<file path="config.mk">
export PLATFORM = sky130hd
export DESIGN_NAME = dice_display_driver
export DESIGN_NICKNAME = d
export VERILOG_FILES = /design/src/rtl/dice_display_driver_pkg.sv /design/src/rtl/dice_display_driver_seg7_digitsonly.sv /design/src/rtl/dice_display_driver.sv
export SDC_FILE = /design/constraint.sdc
export NUM_CORES = 1
export LEC_CHECK = 0
export BUFFER_PORTS_ARGS = -buffer_cell sky130_fd_sc_hd__buf_2
export CORE_AREA = 2 2 64 66
export CTS_CLUSTER_DIAMETER = 100
export DETAILED_ROUTE_END_ITERATION = 10
export DIE_AREA = 0 0 66 68
export GPL_ROUTABILITY_DRIVEN = 0
export HOLD_SLACK_MARGIN = 0.03
export PLACE_DENSITY = 0.73
export SYNTH_ARGS = -nofsm -noshare
export SYNTH_HDL_FRONTEND = slang
export SYNTH_HIERARCHICAL = 1
export SYNTH_SLANG_ARGS = --single-unit
</file>
<file path="constraint.sdc">
create_clock -name clk -period 1.8 [get_ports clk]
set_input_delay 0 -clock clk [delete_from_list [all_inputs] [get_ports clk]]
set_output_delay 0 -clock clk [all_outputs]
set_load 0.1 [all_outputs]
</file>
<file path="src/rtl/dice_display_driver_pkg.sv">
// Shared definitions for the dice display: FSM state encoding and segment constants.
// Segment bit order is [6:0]=a..g, [7]=dp; a set bit means "segment lit" before polarity.
package dice_display_driver_pkg;

    typedef enum logic [1:0] {
        ST_OFF  = 2'd0,
        ST_ROLL = 2'd1,
        ST_HOLD = 2'd2
    } state_t;

    localparam logic [7:0] SEG_BLANK = 8'h00;
    localparam logic [7:0] SEG_DASH  = 8'h40;

    // One outer segment per animation step: a, b, c, d, e, f
    localparam logic [7:0] SPIN_PAT [0:5] = '{8'h01, 8'h02, 8'h04, 8'h08, 8'h10, 8'h20};

endpackage

</file>
<file path="src/rtl/dice_display_driver_seg7_digitsonly.sv">
// BCD to seven-segment decoder for digits 0-9 (6 and 9 with tails).
// Codes above 9 decode to blank; callers substitute their own out-of-range glyph.
module seg7_digitsonly (
    input  logic [3:0] bcd,
    output logic [6:0] seg
);

    // Pure lookup, segments a..g in bits 0..6
    always_comb begin
        seg = 7'h00;
        case (bcd)
            4'd0: seg = 7'h3F;
            4'd1: seg = 7'h06;
            4'd2: seg = 7'h5B;
            4'd3: seg = 7'h4F;
            4'd4: seg = 7'h66;
            4'd5: seg = 7'h6D;
            4'd6: seg = 7'h7D;
            4'd7: seg = 7'h07;
            4'd8: seg = 7'h7F;
            4'd9: seg = 7'h6F;
            default: seg = 7'h00;
        endcase
    end

endmodule

</file>
<file path="src/rtl/dice_display_driver.sv">
// Two-digit seven-segment driver for the dice roller.
// Spins an animation while a button is held, latches the result on release,
// blanks after a timeout, and multiplexes the two commons with a dead-time cycle.
module dice_display_driver
    import dice_display_driver_pkg::*;
#(
    parameter int TIMEOUT_TICKS = 255,
    parameter int SCAN_LEN      = 4
) (
    input  logic       clk,
    input  logic       rst,
    input  logic       tick,
    input  logic [3:0] digit1,
    input  logic [3:0] digit10,
    input  logic       rolling,
    input  logic       seg_active_high,
    input  logic       com_active_high,
    output logic [7:0] seg,
    output logic [1:0] com,
    output logic       lit
);

    localparam int SCAN_W = $clog2(2 * SCAN_LEN);
    localparam logic [SCAN_W-1:0] SCAN_LAST = SCAN_W'(2 * SCAN_LEN - 1);
    localparam logic [SCAN_W-1:0] SCAN_MID  = SCAN_W'(SCAN_LEN);
    localparam logic [7:0]        TIMER_INIT = 8'(TIMEOUT_TICKS);

    state_t            state;
    logic [7:0]        timer;
    logic [2:0]        spin;
    logic [3:0]        shadow1;
    logic [3:0]        shadow10;
    logic              rolling_q;
    logic              lit_r;
    logic [SCAN_W-1:0] scan;

    logic [7:0] seg_d, seg_r;
    logic [1:0] com_d, com_r;
    logic       slot_tens;
    logic       dead;
    logic [3:0] shown_digit;
    logic [6:0] dec_seg;

    // Handshake note: rolling is a level, tick a one-cycle strobe; neither has a ready side.
    // FSM with timer, spin and shadow digits; lit tracks the state being entered
    always_ff @(posedge clk) begin
        if (rst) begin
            state     <= ST_OFF;
            timer     <= 8'd0;
            spin      <= 3'd0;
            shadow1   <= 4'd0;
            shadow10  <= 4'd0;
            rolling_q <= 1'b0;
            lit_r     <= 1'b0;
        end else begin
            rolling_q <= rolling;
            if (rolling) begin
                // A press wins over tick and timeout from any state
                state <= ST_ROLL;
                lit_r <= 1'b1;
                if (state != ST_ROLL)
                    spin <= 3'd0;
                else if (tick)
                    spin <= (spin == 3'd5) ? 3'd0 : spin + 3'd1;
            end else if (rolling_q) begin
                // Release edge: freeze the result and start the visibility window
                state    <= ST_HOLD;
                lit_r    <= 1'b1;
                shadow1  <= digit1;
                shadow10 <= digit10;
                timer    <= TIMER_INIT;
            end else if (state == ST_HOLD && tick) begin
                if (timer == 8'd1) begin
                    state <= ST_OFF;
                    timer <= 8'd0;
                    lit_r <= 1'b0;
                end else begin
                    timer <= timer - 8'd1;
                end
            end
        end
    end

    // Free-running scan position: first half ones digit, second half tens digit
    always_ff @(posedge clk) begin
        if (rst)
            scan <= '0;
        else if (scan == SCAN_LAST)
            scan <= '0;
        else
            scan <= scan + 1'b1;
    end

    assign slot_tens   = (scan >= SCAN_MID);
    assign dead        = (scan == '0) || (scan == SCAN_MID);
    assign shown_digit = slot_tens ? shadow10 : shadow1;

    seg7_digitsonly u_dec (
        .bcd (shown_digit),
        .seg (dec_seg)
    );

    // Select what the next cycle shows from the current state and scan slot
    always_comb begin
        seg_d = SEG_BLANK;
        com_d = 2'b00;
        if (!dead) begin
            if (state == ST_ROLL) begin
                seg_d = SPIN_PAT[spin];
                com_d = slot_tens ? 2'b10 : 2'b01;
            end else if (state == ST_HOLD) begin
                // Leading-zero blanking keeps the tens common off for the whole slot
                if (!(slot_tens && shadow10 == 4'd0)) begin
                    seg_d = (shown_digit > 4'd9) ? SEG_DASH : {1'b0, dec_seg};
                    com_d = slot_tens ? 2'b10 : 2'b01;
                end
            end
        end
    end

    // Output registers hold logical (active = 1) levels
    always_ff @(posedge clk) begin
        if (rst) begin
            seg_r <= SEG_BLANK;
            com_r <= 2'b00;
        end else begin
            seg_r <= seg_d;
            com_r <= com_d;
        end
    end

    // Pin polarity applied after the registers so cfg straps act immediately
    assign seg = seg_r ^ {8{~seg_active_high}};
    assign com = com_r ^ {2{~com_active_high}};
    assign lit = lit_r;

endmodule
</file>
== Yosys cells after proc, flatten, opt, wreduce, memory -nomap -nowiden ==
Memory sizes are Yosys's and may differ from the RTL's.
Cells that the tools add are included.
W data, S select, Z words.
Storage, ports and cells
  register bits after elaboration: 36
  bits in read-only memories: 176
  output and inout port bits: 11
  word-level logic and storage cells: 75
  memories kept: 2
Operators by class
  add/subtract/negate cells: 3
  order comparisons: 3
  equal/unequal tests: 7
  mux-type cells: 25
  bitwise gates (word level): 6
  reduce and logical (&&, ||, !) cells: 18
Memory list
  (no name shown): depth 16, bits a word 7, rd ports 1, clocked after Yosys merged registers in 0, wr ports 0, line dice_display_driver_seg7_digitsonly.sv:11  | case (bcd)
  (no name shown): depth 8, bits a word 8, rd ports 1, clocked after Yosys merged registers in 0, wr ports 0, line dice_display_driver.sv:109  | seg_d = SPIN_PAT[spin];
Operators by type and width (count)
  $mux W8: 6
  $mux W7: 3
  $mux W2: 7
  $reduce_and A2 Y1: 5
  $eq A3 B3 Y1 const B: 3
  $mux W3: 3
  $eq A8 B1 Y1 const B: 1
  $sub A8 B1 Y8 const B: 1
  $xor A8 B8 Y8: 1
  $add A3 B1 Y3 const B: 2
  $reduce_bool A2 Y1: 3
  $reduce_bool A3 Y1: 2
  $reduce_or A2 Y1: 3
  $mux W1: 5
  $ge A4 B4 Y1 const B: 1
  $gt A4 B4 Y1 const B: 1
  $logic_not A4 Y1: 1
  $mux W4: 1
  $not A3 Y4: 1
  $ge A3 B3 Y1 const B: 1
  $logic_not A3 Y1: 1
  $not A1 Y1: 3
  $eq A2 B1 Y1 const B: 1
  $eq A2 B2 Y1 const B: 1
  other kinds (4): 5

== Logic depth before layout (Yosys ltp) ==
Gate-level depths: netlist (run 1).
  depth after elaboration: 7
  gate-level depth with buffers: 8
  mapped depth without buffers: 7

== Modules after synthesis ==
The synthesis (run 1) kept the hierarchy.
By module, submodules not included
  dice_display_driver: times used 1, cells an instance 185, area each 1672.9 um^2
  seg7_digitsonly: times used 1, cells an instance 26, area each 201.4 um^2

== Least setup slack after synthesis (run 1) ==
OpenSTA, ideal clock, no wires.
  path type: reg-to-output
  from: register com_r[0]
  to: output port com[0]
  arrival: 1.847 ns
  path slack: -0.047 ns
  cell stages (with the launch flop): 2
  buffers on the path: 0
  cells stage by stage: dfxtp_1 > xnor2_1
Between the ends
  longest elaborated chain between the ends: 1
RTL lines
  start: declaration: line dice_display_driver.sv:38  | logic [1:0] com_d, com_r;
  start signal: assignment: line dice_display_driver.sv:128  | com_r <= com_d;
  $xor A2 B2 Y2: line dice_display_driver.sv:134  | assign com = com_r ^ {2{~com_active_high}};
  end: declaration: line dice_display_driver.sv:19  | output logic [1:0] com,
No other way between the ends.

== Final worst setup path (run 1) ==
  from: register scan[2]
  to: register seg_r[3]
Between the ends
  longest elaborated chain between the ends: 7
  elaborated cells between the ends (all ways): 13
RTL lines
  start: declaration: line dice_display_driver.sv:35  | logic [SCAN_W-1:0] scan;
  start signal: assignment: line dice_display_driver.sv:91  | scan <= scan + 1'b1;
  $ge A3 B3 Y1: line dice_display_driver.sv:94  | assign slot_tens = (scan >= SCAN_MID);
  $mux W4: line dice_display_driver.sv:96  | assign shown_digit = slot_tens ? shadow10 : shadow1;
  named net shown_digit[3]: line dice_display_driver.sv:41  | logic [3:0] shown_digit;
  $mem_v2 Z16 W7
  named net dec_seg[3]: line dice_display_driver.sv:42  | logic [6:0] dec_seg;
  $mux W7: line dice_display_driver.sv:114  | seg_d = (shown_digit > 4'd9) ? SEG_DASH : {1'b0, dec_seg};
  $mux W7: line dice_display_driver.sv:113  | if (!(slot_tens && shadow10 == 4'd0)) begin
  $mux W7: line dice_display_driver.sv:111  | end else if (state == ST_HOLD) begin
  $mux W8: line dice_display_driver.sv:108  | if (state == ST_ROLL) begin
  end signal: assignment: line dice_display_driver.sv:127  | seg_r <= seg_d;
  end: declaration: line dice_display_driver.sv:37  | logic [7:0] seg_d, seg_r;
The timed path passes the listed nets, and every way through them passes these cells.
A chain may end at the register's enable or synchronous reset.

==> run metrics, run 1 <==
status=finished clean; Max Cap Viol=0; vias per cell=5.238; P&R area growth vs syn=22.50%; dominant synthesized flop cell=dfxtp_1; post-route ant nets=0; IO Count=25; global-route wire length before repair=~6.4 mm; Routed WL=3.837 mm; synth warn=6; Iteration-0 DRC Markers=78; FFs w/ async S/R, synth=0%; count of final setup violators=0; initial antenna violation count=0; vias in the first global route=1,479; Die Y=68 µm; pin count of the biggest net entering global routing=31; internal power=about 1.5 mW; EDFF count, synth=0; VDD IR max=653.3 µV; Synth cell types=44; root buffer cell=clkbuf_8; crit share post-route=93.42%; startpoint types=register; post-synth top area share=~37%; switching share of power=around 28%; clock latency on the worst-skew pair=about 0.29 ns; total setup buffers inserted after CTS=0; DP Cell Count=~280; total negative slack=0 ns; sw power=slightly below 0.6 mW; Worst setup EP type=register; Gate power share=a little under a fifth; Worst Path Max Fanout=7; HPWL after DPL=approximately 2.7 mm; Hold WC Path Type=input port to register; vias post-DR=around 1,600; CP max stage delay=around 0.40 ns; Power Density=904.5 nW/µm²; Hold Violations, Final=0; Ant. Diodes=0; fin cells=298; clock skew=0.001700 ns; maximum clock frequency=0.5947 GHz; layout cell share with drive strength beyond 1=21.77%; syn nets=237; Starting Density=48.60%; fin. max-slew vios=0; worst path cell trace=buf_4 > mux2_2 > nor2b_4 > o21ai_2 > o21ai_0 > a22o_1; RSZ-0062 raised after global routing=no; Total GRT Usage=about a fifth; Sequential Power Share=40.3%; Residual DRC=0; commonest cells after routing, fill and taps aside=dfxtp_1 (35), buf_2 (24), nor2_1 (21); clk sinks=35; worst hold slack=between 0.06 and 0.07 ns; Leak=0.9140 nW; Worst-path clk slew=0.07 ns; Crit Path Class=register to register; CP arrival=about 1.9 ns; Synth Instances=211; most common cell after layout, fill and taps aside=dfxtp_1; CTS tree=built; num rows=23; Final min period=between 1.5 and 2 ns; die width=66 µm; slowest CP cell=dfxtp_1; Clock Path Buffers=2; Slew headroom=65.60%; Avg WL per Cell=~13 µm; post-synthesis area per instance=8.883 µm²; Top Family by Delay on Critical Path=compound AO/OA/AOI/OAI gates; Seq/Total Area, Yosys=between 30 and 40%; grt ovf=0; synth top area cells=dfxtp_1 (37%), ha_1 (8.0%), xnor2_1 (4.7%), a21oi_1 (4.5%), mux2i_1 (4.3%); top cell type by total area after synthesis=dfxtp_1; post-synthesis register bit count=35; # port buffers=24; pin slew with the least headroom to its limit=0.5149 ns; Buffers & Inverters on Critical Path=1; Core Box Area=3856 µm²; full die area=4488 µm²; TritonCTS Buffers=5; Clock Power Share=roughly two fifths; nets@finish=273; # H-tree levels=2; WP data required=1.99 ns; synthesized area=1874 µm²; DRT Pass-1 Iters=4
Yosys cell counts, drive strengths merged, types with 2 or more instances:
master and number:
a2111oi 2, a21o 2, a21oi 18, a22o 4, a31oi 2, a32o 3
buf 6, clkbuf 4, dfxtp 35, ha 12, inv 14, mux2 4
mux2i 8, nand2 12, nand2b 3, nand3 3, nor2 22, nor2b 2
nor3 8, nor3b 6, nor4 3, o21ai 10, o21bai 2, o22ai 4
o31a 2, xnor2 10
final cells by class:
class	instances	area (µm²)
tap	50	62.56
fill	346	1560
timing repair buffer	39	252.7
clock buffer	5	68.82
sequential	35	700.7
multi-input combinational	152	1091
inverter	14	52.55
clock inverter	3	67.56
power by group through the flow:
stage	Clock (mW)	Combinational, mW	Sequential [mW]
global route	0.903	0.419	0.842
CTS	0.876	0.386	0.836
finish	0.853	0.387	0.837
global placement	0	0.367	0.854
detailed placement	0	0.371	0.854
floorplan	0	0.297	0.857
final timing paths:
check                           slack [ns]                from               endpoint  depth (start not counted)
worst max-delay path                  0.12  scan[2]$_SDFF_PP0_    seg_r[3]$_SDFF_PP0_                          6
worst min-delay path                  0.06             rolling  state[1]$_SDFFE_PP0P_                          2
worst max register to register        0.12  scan[2]$_SDFF_PP0_    seg_r[3]$_SDFF_PP0_                          6
worst min register to register        0.47  scan[0]$_SDFF_PP0_     scan[0]$_SDFF_PP0_                          1
metal layers:
metal | vias to the layer above | GRT usage, % | wire length [µm]
li1 | 819 | - | -
met1 | 709 | 22.62 | 1826
met2 | 28 | 33.21 | 1841
met3 | 5 | 4.934 | 112
met4 | 0 | 6.888 | 56
met5 | - | 0 | 0
registers in the layout, indices dropped and copies added (netlist names):
signal,flops
shadow1,4
lit,1
rolling_q,1
seg_r,7
com_r,2
scan,3
shadow10,4
timer,8
state,2
spin,3
through the flow:
step | utilization (%) | cell area, µm² | power [mW] | setup slack, ns
finish | 59.54 | 2296 | 2.077 | 0.1185
global route | 59.54 | 2296 | 2.165 | 0.04460
CTS | 59.44 | 2292 | 2.098 | 0.1243
detailed placement | 53.83 | 2076 | 1.225 | 0.1464
global placement | 53.83 | 2076 | 1.221 | 0.1952
floorplan | - | 1889 | 1.154 | -0.04730
cell families after synthesis:
logic type	count (synthesis)	share of synthesized area, %
AO/OA/AOI/OAI	53	19.36
buffers and inverters	24	5.407
adder cells (fa/ha/maj)	12	8.010
flip-flops	35	37.38
multiplexers	12	6.676
AND/OR/NAND/NOR	65	18.49
XOR/XNOR	10	4.673
timing repair:
action / CTS / global route
endpoints found under the setup margin: 0 / 1
endpoints found under the hold margin: 8 / 0
hold buffers: 8 / 0
gates resized for setup: 0 / 1
Note: power is estimated with default switching activity, not from simulation.
==> run 2, diff against run 1 <==
--- a/config.mk
+++ b/config.mk
@@ -6,14 +6,14 @@
 export NUM_CORES = 1
 export LEC_CHECK = 0
 export BUFFER_PORTS_ARGS = -buffer_cell sky130_fd_sc_hd__buf_2
+export CAP_MARGIN = 25
 export CORE_AREA = 2 2 64 66
 export CTS_CLUSTER_DIAMETER = 100
 export DETAILED_ROUTE_END_ITERATION = 10
 export DIE_AREA = 0 0 66 68
 export GPL_ROUTABILITY_DRIVEN = 0
 export HOLD_SLACK_MARGIN = 0.03
-export PLACE_DENSITY = 0.73
+export PLACE_DENSITY = 0.72
 export SYNTH_ARGS = -nofsm -noshare
 export SYNTH_HDL_FRONTEND = slang
-export SYNTH_HIERARCHICAL = 1
 export SYNTH_SLANG_ARGS = --single-unit
==> run metrics, run 2 <==
status=finished clean (unchanged); post-synth top area share=38.02% (was 37.38%); nets@finish=280 (was 273); pin count of the biggest net entering global routing=31 (unchanged); # port buffers=24 (unchanged); num rows=23 (unchanged); vias per cell=5.464 (was 5.238); sw power=0.5711 mW (was 0.5894 mW); layout cell share with drive strength beyond 1=20.31% (was 21.77%); post-synthesis area per instance=8.493 µm² (was 8.883 µm²); Worst-path clk slew=0.07 ns (about the same); Util after Layout=58.57% (was 59.54%); clock skew=0.006901 ns (was 0.001700 ns); root buffer cell=clkbuf_8 (unchanged); top cell type by total area after synthesis=dfxtp_1 (unchanged); Avg WL per Cell=12.93 µm (was 12.88 µm); clk sinks=35 (unchanged); Starting Density=47.79% (was 48.60%); full die area=4488 µm² (unchanged); startpoint types=register (unchanged); top cells by count, synth=dfxtp_1 (35), nand2_1 (28), a21oi_1 (18), nor2_1 (14), inv_1 (13) (was dfxtp_1 (35), nor2_1 (21), a21oi_1 (17), inv_1 (14)); Clock Power Share=30.9% (was 41.1%); Core Box Area=3856 µm² (unchanged); min-delay src=tick (was rolling); CTS tree=built (unchanged); worst reg2reg path startpoint=scan[2]$_SDFF_PP0_ (unchanged); dominant synthesized flop cell=dfxtp_1 (unchanged); switching share of power=32.06% (was 28.38%); initial antenna violation count=0 (unchanged); Residual DRC=0 (unchanged); maximum clock frequency=0.5639 GHz (was 0.5947 GHz); vias in the first global route=1,494 (was 1,479); commonest cells after routing, fill and taps aside=dfxtp_1 (34), nand2_1 (28), buf_2 (24) (was dfxtp_1 (35), buf_2 (24), nor2_1 (21)); HPWL after DPL=2.738 mm (was 2.693 mm); post-synthesis register bit count=35 (unchanged); internal power=1.210 mW (was 1.487 mW); Iteration-0 DRC Markers=69 (was 78); Synth cell types=45 (was 44); Crit Path Class=register to register (unchanged); die width=66 µm (unchanged); Worst Path Max Fanout=3 (was 7); FFs w/ async S/R, synth=0% (unchanged); synth warn=0 (was 6); Hold WC Path Type=input port to register (unchanged); Synth Instances=217 (was 211); RSZ-0062 raised after global routing=yes (was no); synth top area cells=dfxtp_1 (38%), ha_1 (7.5%), nand2_1 (5.7%), a21oi_1 (4.9%), xnor2_1 (4.8%) (was dfxtp_1 (37%), ha_1 (8.0%), xnor2_1 (4.7%), a21oi_1 (4.5%), mux2i_1 (4.3%)); Reg with most FFs=timer (unchanged); Worst setup EP type=register (unchanged); Slew headroom=63.10% (was 65.60%); IO Count=25 (unchanged); Seq/Total Area, Yosys=38.02% (was 37.38%); DRT Pass-1 Iters=4 (unchanged); Hold Violations, Final=0 (unchanged); Routed WL=3.957 mm (was 3.837 mm); Die Y=68 µm (unchanged); max reg flops=8 (unchanged); total negative slack=0 ns (unchanged); Leak=0.8611 nW (was 0.9140 nW); Power Density=788.6 nW/µm² (was 904.5 nW/µm²); global-route wire length before repair=6.589 mm (was 6.444 mm); # H-tree levels=2 (unchanged); Max Cap Viol=0 (unchanged); Gate power share=22.0% (was 18.6%); synthesized area=1843 µm² (was 1874 µm²); P&R area growth vs syn=22.54% (was 22.50%); most common cell in the netlist=dfxtp_1 (unchanged); grt ovf=0 (unchanged); Clock Path Buffers=2 (unchanged); crit share post-route=98.52% (was 93.42%); CP arrival=2.01 ns (was 1.87 ns); EDFF count, synth=0 (unchanged); syn nets=242 (was 237); clock latency on the worst-skew pair=0.29 ns (about the same); Final min period=1.773 ns (was 1.682 ns); VDD IR max=440.0 µV (was 653.3 µV); post-route ant nets=0 (unchanged); biggest regs=timer (8), seg_r (7) (unchanged); TritonCTS Buffers=5 (unchanged); fin. max-slew vios=0 (unchanged); Final Power=1.781 mW (was 2.077 mW); vias post-DR=1,672 (was 1,561); Total GRT Usage=19.55% (was 19.00%); most common cell after layout, fill and taps aside=dfxtp_1 (unchanged); pin slew with the least headroom to its limit=0.5535 ns (was 0.5149 ns); Sequential Power Share=47.1% (was 40.3%); Ant. Diodes=0 (unchanged); Filler Cells Inserted=357 (was 346); WP data required=2.04 ns (was 1.99 ns); count of final setup violators=0 (unchanged); Critical Path Start=scan[2]$_SDFF_PP0_ (unchanged)
run 2: critical path, cell delays in order, from the launching register on:
cell and delay (ns):
dfxtp_4 0.38, mux2_4 0.32, inv_2 0.09, ha_2 0.19, nor2_1 0.06, or4_1 0.46, a31oi_1 0.14, a21o_1 0.09
run 2: layout make-up:
cell class / instances / area, µm² / share of cell area (%)
Timing Repair Buffer: 39 / 255.2 / 11.30
Sequential cell: 35 / 704.4 / 31.19
Tap cell: 50 / 62.56 / 2.770
Clock buffer: 7 / 76.32 / 3.379
Inverter: 13 / 48.80 / 2.161
Clock inverter: 1 / 5.005 / 0.2216
Multi-Input combinational cell: 161 / 1106 / 48.97
run 2: path summary, 6_finish.rpt:
| kind | to | slack, ns | depth (start not counted) |
|---|---|---|---|
| max reg2reg | seg_r[0]$_SDFF_PP0_ | 0.03 | 7 |
| max | seg_r[0]$_SDFF_PP0_ | 0.03 | 7 |
| min | spin[1]$_SDFFE_PP0P_ | 0.04 | 3 |
| min reg2reg | scan[0]$_SDFF_PP0_ | 0.47 | 1 |
run 2: cells by family after synthesis:
logic type / count (synthesis) / synth area share [%]
xor gates and xnor gates: 10 / 4.752
and+or+nand+nor: 80 / 22.40
adders and majority gates: 11 / 7.468
AOI/OAI and AO/OA: 55 / 19.35
buffers and inverters: 21 / 4.752
DFF: 35 / 38.02
muxes: 5 / 3.259
run 2: repair_timing:
action	4_1_cts	5_1_grt
endpoints found under the setup margin	0	3
hold buffers	9	0
hold endpoints to repair	10	0
resized for setup	0	2
buffers inserted	0	0
run 2: per-stage QoR:
| stage | cell area (µm²) | instances | hold WS, ns | worst slack, ns |
|---|---|---|---|---|
| final | 2258 | 306 | 0.04361 | 0.02666 |
| after global routing | 2258 | 306 | 0.05091 | -0.05852 |
| after CTS | 2250 | 306 | 0.03168 | 0.02288 |
| after floorplan | 1889 | 217 | 0.07276 | -0.04730 |
| after detailed placement | 2078 | 289 | 0.2472 | 0.03313 |
| after global placement | 2078 | 289 | 0.2425 | 0.05197 |
run 2: power groups by stage:
stage,registers (mW),clock network (mW),logic [mW]
2_1_floorplan,0.861,0,0.295
3_3_place_gp,0.856,0,0.371
3_5_place_dp,0.856,0,0.375
4_1_cts,0.839,0.567,0.391
5_1_grt,0.843,0.601,0.426
6_report,0.839,0.550,0.392
run 2: per-layer routing:
metal | routed length (µm) | part of all wire [%] | GRT usage [%]
met4 | 115 | 2.9 | 10.46
met1 | 1820 | 46 | 23.42
met2 | 1869 | 47 | 31.44
met5 | 0 | 0 | 0
met3 | 152 | 3.8 | 6.250
==> run 3, diff against run 2 <==
--- a/config.mk
+++ b/config.mk
@@ -7,13 +7,14 @@
 export LEC_CHECK = 0
 export BUFFER_PORTS_ARGS = -buffer_cell sky130_fd_sc_hd__buf_2
 export CAP_MARGIN = 25
-export CORE_AREA = 2 2 64 66
+export CORE_AREA = 2 2 61 63
 export CTS_CLUSTER_DIAMETER = 100
 export DETAILED_ROUTE_END_ITERATION = 10
-export DIE_AREA = 0 0 66 68
+export DIE_AREA = 0 0 63 65
 export GPL_ROUTABILITY_DRIVEN = 0
 export HOLD_SLACK_MARGIN = 0.03
-export PLACE_DENSITY = 0.72
+export PLACE_DENSITY = 0.86
 export SYNTH_ARGS = -nofsm -noshare
 export SYNTH_HDL_FRONTEND = slang
 export SYNTH_SLANG_ARGS = --single-unit
+export TNS_END_PERCENT = 100
==> constraint.sdc (replaced) <==
create_clock -name clk -period 2 [get_ports clk]
set_input_delay 0 -clock clk [delete_from_list [all_inputs] [get_ports clk]]
set_output_delay 0 -clock clk [all_outputs]
set_load 0.1 [all_outputs]
==> run metrics, run 3 (synthesis gave the netlist of run 2 again) <==
Placed Area=2007 µm² (was 2078 µm²); layout cell share with drive strength beyond 1=16.27% (was 20.31%); most common cell after layout, fill and taps aside=dfxtp_1 (unchanged); clock latency on the worst-skew pair=0.34 ns (was 0.29 ns); routing usage on met2=34.18% (was 31.44%); TritonCTS Buffers=5 (unchanged); Total GRT Usage=20.01% (was 19.55%); slowest CP cell=or4_1 (unchanged); full die area=4095 µm² (was 4488 µm²); Avg WL per Cell=12.31 µm (was 12.93 µm); initial antenna violation count=0 (unchanged); total negative slack=0 ns (unchanged); max reg flops=8 (unchanged); Hold WC Path Type=input port to register (unchanged); Crit Path Class=register to register (unchanged); total setup buffers inserted after CTS=0 (unchanged); pin slew with the least headroom to its limit=0.5942 ns (was 0.5535 ns); Hold Violations, Final=0 (unchanged); RSZ-0062 raised after global routing=no (was yes); status=finished clean (unchanged); Filler Cells Inserted=327 (was 357); reg2reg path depth=7 (unchanged); CP arrival=2.12 ns (was 2.01 ns); CP max stage delay=0.46 ns (about the same); DRT Pass-1 Iters=4 (unchanged); Routed WL=3.692 mm (was 3.957 mm); Reg with most FFs=timer (unchanged); Worst setup EP type=register (unchanged); Worst-path clk slew=0.09 ns (was 0.07 ns); worst r2r dst=seg_r[0]$_SDFF_PP0_ (unchanged); CTS tree=built (unchanged); Leak=0.8230 nW (was 0.8611 nW); GR peak layer=met2 (unchanged); GR Layer Usage met1=23.28% (was 23.42%); IO Count=25 (unchanged); Slew headroom=59.26% (was 63.10%); routing usage on met3=3.646% (was 6.250%); Iteration-0 DRC Markers=63 (was 69); root buffer cell=clkbuf_4 (was clkbuf_8); worst path cell trace=mux2_4 > inv_1 > ha_2 > nor2_1 > or4_1 > a31oi_1 > a21o_1 (was mux2_4 > inv_2 > ha_2 > nor2_1 > or4_1 > a31oi_1 > a21o_1); nets@finish=278 (was 280); Critical Path Start=scan[2]$_SDFF_PP0_ (unchanged); clock skew=0.004501 ns (was 0.006901 ns); Starting Density=52.72% (was 47.79%); Die Y=65 µm (was 68 µm); HPWL after DPL=2.661 mm (was 2.738 mm); # port buffers=24 (unchanged); min-delay src=rst (was tick); Final min period=1.829 ns (was 1.773 ns); vias post-DR=1,668 (was 1,672); crit share post-route=91.46% (was 98.52%); maximum clock frequency=0.5467 GHz (was 0.5639 GHz); Clock Path Buffers=2 (unchanged); # H-tree levels=2 (unchanged); grt ovf=0 (unchanged); VDD IR max=339.9 µV (was 440.0 µV); commonest cells after routing, fill and taps aside=dfxtp_1 (34), nand2_1 (28), buf_2 (24) (unchanged); vias in the first global route=1,537 (was 1,494); fin. max-slew vios=0 (unchanged); P&R area growth vs syn=16.77% (was 22.54%); post-route ant nets=0 (unchanged); worst hold slack=0.09711 ns (was 0.04361 ns); Power Density=666.5 nW/µm² (was 788.6 nW/µm²); num rows=22 (was 23); startpoint types=register (unchanged); hold endpoint=rolling_q$_SDFF_PP0_ (was spin[1]$_SDFFE_PP0P_); worst reg2reg path startpoint=scan[2]$_SDFF_PP0_ (unchanged); pin count of the biggest net entering global routing=31 (unchanged); register-to-register setup slack=0.17 ns (was 0.03 ns); Max Cap Viol=0 (unchanged); vias per cell=5.560 (was 5.464); die width=63 µm (was 66 µm); Ant. Diodes=0 (unchanged); post-route cell area=2152 µm² (was 2258 µm²); Worst Path Max Fanout=5 (was 3); hold path cells=2 (was 3); count of final setup violators=0 (unchanged); clk sinks=35 (unchanged); global-route wire length before repair=6.451 mm (was 6.589 mm); Core Box Area=3496 µm² (was 3856 µm²); biggest regs=timer (8), seg_r (7) (unchanged); WP data required=2.30 ns (was 2.04 ns); Residual DRC=0 (unchanged)
-- run 3: cell count changes in the layout (fill, tap and decap cells not counted), sizes merged --
| cell | before | now |
|---|---|---|
| clkbuf | 7 | 6 |
| dlygate4sd3 | 9 | 10 |
| buf | 30 | 27 |
| clkinv | 1 | 0 |
-- run 3: area by class of cell --
cell class	count	area (µm²)	area share (%)
multi-input cells	161	1057	49.13
flip-flops and latches	35	701.9	32.62
repair buffers	37	242.7	11.28
well taps	48	60.06	2.791
inverters	13	48.80	2.267
clock buffers	6	41.29	1.919
-- run 3: worst max-delay path by stage --
stage,depth (start not counted),end,slack [ns]
after global placement,7,seg_r[0]$_SDFF_PP0_,0.20
final,7,seg_r[0]$_SDFF_PP0_,0.17
after CTS,7,seg_r[0]$_SDFF_PP0_,0.11
after detailed placement,7,seg_r[0]$_SDFF_PP0_,0.13
after global routing,7,seg_r[0]$_SDFF_PP0_,0.04
after floorplan,8,seg_r[5]$_SDFF_PP0_,0.05
-- run 3: power by group --
group | switching (mW) | total (mW) | internal (mW)
Sequential | 0.0275 | 0.754 | 0.726
Combinational | 0.230 | 0.342 | 0.112
Clock | 0.214 | 0.339 | 0.125
-- run 3: metrics by stage --
step           cells  utilization (%)  setup slack, ns  power [mW]
6_report         300            61.56           0.1707       1.434
5_1_grt          300            61.56          0.03819       1.518
4_1_cts          300            61.45           0.1124       1.445
3_5_place_dp     284            57.41           0.1343       1.095
3_3_place_gp     284            57.41           0.1995       1.088
2_1_floorplan    217                -          0.05262       1.033
-- run 3: timing repair --
action | 4_1_cts | 5_1_grt
gates resized for setup | 0 | 2
endpoints found under the hold margin | 13 | 0
endpoints found under the setup margin | 0 | 1
hold buffers | 10 | 0
-- run 3: layer usage --
layer / part of all wire, % / wire, µm / up-vias
li1: - / - / 844
met4: 2.4 / 89 / 0
met3: 4.6 / 168 / 7
met1: 45 / 1657 / 766
met2: 48 / 1776 / 51
met5: 0 / 0 / -
-- run 3: critical path, delay by kind of cell, from the launching register on --
kind / cells / cell delay (ns)
AND/OR/NAND/NOR: 2 / 0.53
flip-flops: 1 / 0.36
multiplexers: 1 / 0.33
AO/OA/AOI/OAI: 2 / 0.25
adder cells (fa/ha/maj): 1 / 0.22
buffers and inverters: 1 / 0.10
